<file path="config.mk">
export PLATFORM = sky130hd
export DESIGN_NAME = io_responder
export DESIGN_NICKNAME = d
export VERILOG_FILES = /design/src/rtl/io_responder.sv
export SDC_FILE = /design/constraint.sdc
export NUM_CORES = 1
export LEC_CHECK = 0
export BUFFER_PORTS_ARGS = -buffer_cell sky130_fd_sc_hd__buf_2
export CAP_MARGIN = 25
export CORE_ASPECT_RATIO = 1.2
export CORE_UTILIZATION = 33
export CTS_CLUSTER_DIAMETER = 200
export DETAILED_ROUTE_END_ITERATION = 8
export PLACE_DENSITY = 0.45
export SYNTH_ARGS = -nofsm -noshare
export SYNTH_HDL_FRONTEND = slang
export SYNTH_SLANG_ARGS = --single-unit
</file>
<file path="constraint.sdc">
create_clock -name CLK -period 4 [get_ports CLK]
set_clock_uncertainty 0.05 [all_clocks]
set_input_delay 0.8 -clock CLK [delete_from_list [all_inputs] [get_ports CLK]]
set_output_delay 0.8 -clock CLK [all_outputs]
set_load 0.01 [all_outputs]
</file>
<file path="src/rtl/io_responder.sv">
// io_responder: memory-mapped I/O responder at FFF0-FFFE.
// Debounces KEY/SW, latches key-press edges, drives HEX/LEDR/LEDG and runs a tick timer.
//
// Ports:
//   CLK, RESET        clock, synchronous active-high reset
//   ADDR, DIN, WE     processor data-memory address, write data, write strobe
//   DOUT, SEL         read data (combinational), I/O range select
//   KEY, SW           raw push-buttons (active-low) and slide switches
//   HEXVAL, LEDR, LEDG  output registers for the board displays
module io_responder #(
    parameter int DBITS           = 16,
    parameter int DEBOUNCE_CYCLES = 500000,
    parameter int TICK_CYCLES     = 50000,
    parameter int CNTBITS         = 20
) (
    input  logic             CLK,
    input  logic             RESET,
    input  logic [DBITS-1:0] ADDR,
    input  logic [DBITS-1:0] DIN,
    input  logic             WE,
    output logic [DBITS-1:0] DOUT,
    output logic             SEL,
    input  logic [3:0]       KEY,
    input  logic [9:0]       SW,
    output logic [15:0]      HEXVAL,
    output logic [9:0]       LEDR,
    output logic [7:0]       LEDG
);

    // Keys occupy bits [3:0], switches bits [13:4] of the shared input path.
    localparam int NIN = 14;
    localparam logic [CNTBITS-1:0] DEB_LAST  = CNTBITS'(DEBOUNCE_CYCLES - 1);
    localparam logic [CNTBITS-1:0] TICK_LAST = CNTBITS'(TICK_CYCLES - 1);

    logic [NIN-1:0]     raw;
    logic [NIN-1:0]     s1_q;
    logic [NIN-1:0]     s2_q;
    logic [NIN-1:0]     deb_q;
    logic [NIN-1:0]     deb_d;
    logic [CNTBITS-1:0] cnt_q [NIN];
    logic [CNTBITS-1:0] cnt_d [NIN];

    logic [3:0]         kedge_q;
    logic [3:0]         kedge_d;
    logic [3:0]         key_rise;
    logic [DBITS-1:0]   timer_q;
    logic [DBITS-1:0]   timer_d;
    logic [CNTBITS-1:0] presc_q;
    logic [CNTBITS-1:0] presc_d;
    logic [15:0]        hex_q;
    logic [15:0]        hex_d;
    logic [9:0]         ledr_q;
    logic [9:0]         ledr_d;
    logic [7:0]         ledg_q;
    logic [7:0]         ledg_d;

    logic               wr_en;
    logic [2:0]         reg_idx;
    logic               unused_addr0;

    // Keys are inverted before synchronising so that 0 means released
    // everywhere, including the reset value of the sync flops.
    assign raw     = {SW, ~KEY};
    assign SEL     = &ADDR[DBITS-1:4];
    assign reg_idx = ADDR[3:1];
    assign wr_en   = WE & SEL;

    assign unused_addr0 = ADDR[0];

    always_comb begin
        for (int i = 0; i < NIN; i++) begin
            deb_d[i] = deb_q[i];
            cnt_d[i] = '0;
            if (s2_q[i] != deb_q[i]) begin
                if (cnt_q[i] == DEB_LAST) begin
                    deb_d[i] = ~deb_q[i];
                end else begin
                    cnt_d[i] = cnt_q[i] + CNTBITS'(1);
                end
            end
        end
    end

    // Edge detect off the next debounced level so the flag lands on
    // the same edge as the level, letting set win over a W1C clear.
    assign key_rise = deb_d[3:0] & ~deb_q[3:0];

    always_comb begin
        kedge_d = kedge_q;
        timer_d = timer_q;
        presc_d = presc_q;
        hex_d   = hex_q;
        ledr_d  = ledr_q;
        ledg_d  = ledg_q;

        if (presc_q == TICK_LAST) begin
            presc_d = '0;
            timer_d = timer_q + DBITS'(1);
        end else begin
            presc_d = presc_q + CNTBITS'(1);
        end

        if (wr_en) begin
            case (reg_idx)
                3'd2: kedge_d = kedge_q & ~DIN[3:0];
                3'd3: begin
                    timer_d = DIN;
                    presc_d = '0;
                end
                3'd4: hex_d  = DIN[15:0];
                3'd5: ledr_d = DIN[9:0];
                3'd6: ledg_d = DIN[7:0];
                default: ;
            endcase
        end

        kedge_d = kedge_d | key_rise;
    end

    always_ff @(posedge CLK) begin
        if (RESET) begin
            s1_q    <= '0;
            s2_q    <= '0;
            deb_q   <= '0;
            for (int i = 0; i < NIN; i++) begin
                cnt_q[i] <= '0;
            end
            kedge_q <= '0;
            timer_q <= '0;
            presc_q <= '0;
            hex_q   <= '0;
            ledr_q  <= '0;
            ledg_q  <= '0;
        end else begin
            s1_q    <= raw;
            s2_q    <= s1_q;
            deb_q   <= deb_d;
            for (int i = 0; i < NIN; i++) begin
                cnt_q[i] <= cnt_d[i];
            end
            kedge_q <= kedge_d;
            timer_q <= timer_d;
            presc_q <= presc_d;
            hex_q   <= hex_d;
            ledr_q  <= ledr_d;
            ledg_q  <= ledg_d;
        end
    end

    always_comb begin
        DOUT = DBITS'(16'hDEAD);
        if (SEL) begin
            case (reg_idx)
                3'd0: DOUT = DBITS'(deb_q[3:0]);
                3'd1: DOUT = DBITS'(deb_q[13:4]);
                3'd2: DOUT = DBITS'(kedge_q);
                3'd3: DOUT = timer_q;
                3'd4: DOUT = DBITS'(hex_q);
                3'd5: DOUT = DBITS'(ledr_q);
                3'd6: DOUT = DBITS'(ledg_q);
                default: DOUT = DBITS'(16'hDEAD);
            endcase
        end
    end

    assign HEXVAL = hex_q;
    assign LEDR   = ledr_q;
    assign LEDG   = ledg_q;

endmodule
</file>
==> results.json <==
{
  "drt-wirelength-per-cell_um": 14.5,
  "die_w_um": 210,
  "yosysUniqueCellTypes": 68,
  "grt_setup_unrepaired": "false",
  "drive_gt1_share_pct": 9.99,
  "grt_pass1_vias": 12800,
  "htree_levels": 2,
  "hold_buffers": 0,
  "io_pins": 100,
  "drt_wl_total_um": 40500,
  "rr_worst_depth": 5,
  "hold_depth": 2,
  "postSynthAreaPerCell_um2": 8.70,
  "cap_violations": 0,
  "vias_per_cell": 4.76,
  "core_area_um2": 51400,
  "cts_setup_buffers": 0,
  "synth_area_um2": 17100,
  "layout_commonest_cell": "dfxtp_1",
  "final-max-slew-violation-count": 0,
  "crit_arrival_ns": 2.64,
  "critPathTopFamily": "buffers and inverters",
  "clock_path_buffers": 3,
  "synthCells": 1968,
  "worstPathMaxFanout": 30,
  "final_cell_mix": "396 x dfxtp_1, 375 x nor2_1, 189 x nand2_1",
  "finalNetCount": 2126,
  "antenna_found_initial": 4,
  "min_period_ns": 3.49,
  "overflow": 0,
  "initial_core_util_pct": 33.4,
  "ys_warn_count": 0,
  "cpPeakStageDelay_ns": 0.53,
  "grt_usage_pct": 15.5,
  "hold_viol": 0,
  "fp.dieH_um": 252,
  "async_flop_share_pct": 0,
  "cts_buffers": 44,
  "fin_hold_ws_ns": 0.345,
  "area_delta_synth_final_pct": 15.3,
  "synth_nets": 2033,
  "setup_viol": 0,
  "max-slew-margin-rel_pct": 45.9,
  "status": "completed",
  "clock_sinks": 396,
  "crit_path_frequent_cell": "buf_2",
  "synth-seq-area-share_pct": 46.3,
  "die_area_um2": 52800,
  "endpoint_kind": "primary output",
  "finalCritPeriodShare_pct": 87.3,
  "powerDensity_nw_per_um2": 416,
  "tns_ns": 0,
  "worst_slew_pin_slew_ns": 0.805,
  "critPathBufInv": 3,
  "crit_path_start_kind": "input pin",
  "cp_cell_sequence": "buf_2 > nor2b_1 > a22oi_1 > a211oi_1 > buf_4 > buf_2",
  "rows": 91,
  "cts_tree": "yes",
  "hold_class": "input pin to flop",
  "dr.first_iter.drc_count": 675,
  "worst_ep_required_time_ns": 3.15,
  "numPortBuffers": 98,
  "grt_pass1_wl_um": 66700,
  "ant_nets": 0,
  "drc_errors": 0,
  "utilization_pct": 38.4,
  "grt_start_max_net_pins": 45,
  "path_depth": 6,
  "cts_resized": 0,
  "firstDrtPassIters": 5,
  "setup_slack_ns": 0.509,
  "timing.fmax_mhz": 286,
  "synth-edff-count": 0,
  "cpMaxStageDelayCell": "buf_2",
  "fillers": 5266,
  "worstSkewPairLatency_ns": 0.57,
  "place.gp.congestion": 0.750,
  "critical_path_class": "input pin to primary output",
  "ys_ff_latch": 396,
  "cts.clk_slew.worst_paths_ns": 0.05,
  "ir_drop_mv": 0.316,
  "p_leak_nw": 6.63,
  "dp_slack_ns": 0.537,
  "synth_top_flop_cell": "dfxtp_1",
  "hpwl_um": 28600,
  "cts-root-buf": "clkbuf_16",
  "num_antenna_cells": 0,
  "num_vias": 13300
}
[per-layer routing]
metal | up-vias | wire length, um | GRT usage (%) | part of all wire (%)
met2 | 184 | 18500 | 25.6 | 46
met5 | - | 22 | 0 | 0.054
met4 | 4 | 991 | 4.80 | 2.4
li1 | 6863 | - | - | -
met1 | 6176 | 18700 | 19.6 | 46
met3 | 58 | 2260 | 4.36 | 5.6
[area by class of cell]
cell class | instances | area, um^2 | area share (%)
multi-input cells | 1475 | 8770 | 44.4
flip-flops and latches | 396 | 7930 | 40.2
clock buffers | 68 | 1360 | 6.90
well taps | 697 | 872 | 4.42
repair buffers | 110 | 583 | 2.95
inverters | 34 | 128 | 0.646
clock inverters | 9 | 103 | 0.520
[flip-flops by register name (all words and copies together), names as in the netlist]
signal / count
HEXVAL: 16
deb_q: 14
cnt_q: 280
LEDG: 8
LEDR: 10
kedge_q: 4
s2_q: 14
s1_q: 14
timer_q: 16
presc_q: 20
[kinds of logic after synthesis]
| kind of cell | share of synthesized area (%) |
|---|---|
| simple gates | 29.4 |
| xor+xnor | 14.8 |
| fa+ha+maj | 1.17 |
| compound gates | 4.04 |
| buf+inv | 2.54 |
| mux | 1.75 |
| flops | 46.3 |
[final timing paths]
kind,end,slack [ns],from
setup reg to reg,presc_q[8],1.43,presc_q[9]
hold / removal,s1_q[2],0.34,KEY[2]
hold reg to reg,s2_q[6],0.39,s1_q[6]
setup / recovery,DOUT[6],0.51,ADDR[3]
[cell usage after synthesis (8+ instances only)]
cell type  count  area [um^2]
and4_1        24          210
nand3_1      123          616
nor4_1        28          175
or3_1         16          100
a21oi_1       60          300
mux2i_1       21          210
and2_1        12         75.1
nor2b_1       32          200
nand2_1      189          709
nor2_1       375         1410
nand4_1       82          513
clkbuf_1      42          158
ha_1          16          200
o21ai_0       25          125
xor2_1       187         1640
xnor2_1      103          902
inv_1         34          128
or4_1          8         60.1
and3_1        47          294
nor4b_1        9         78.8
dfxtp_1      396         7930
o211ai_1      10         75.1
nor3_1        34          170
buf_2         10         50.1
[power breakdown]
part           total [mW]  switching (mW)  internal [mW]
Sequential           3.98          0.0160           3.97
Combinational       0.160           0.107         0.0526
Clock                4.07            1.61           2.46
Total                8.21            1.73           6.48
[stage by stage]
step                      area, um^2  cells  power (mW)
after CTS                      19700   2789        8.38
after global placement         18300   2712        4.23
after floorplan                17100   1968        4.17
after global routing           19700   2789        8.54
final                          19700   2789        8.21
after detailed placement       18300   2712        4.23
Note: power is estimated with default switching activity, not from simulation.
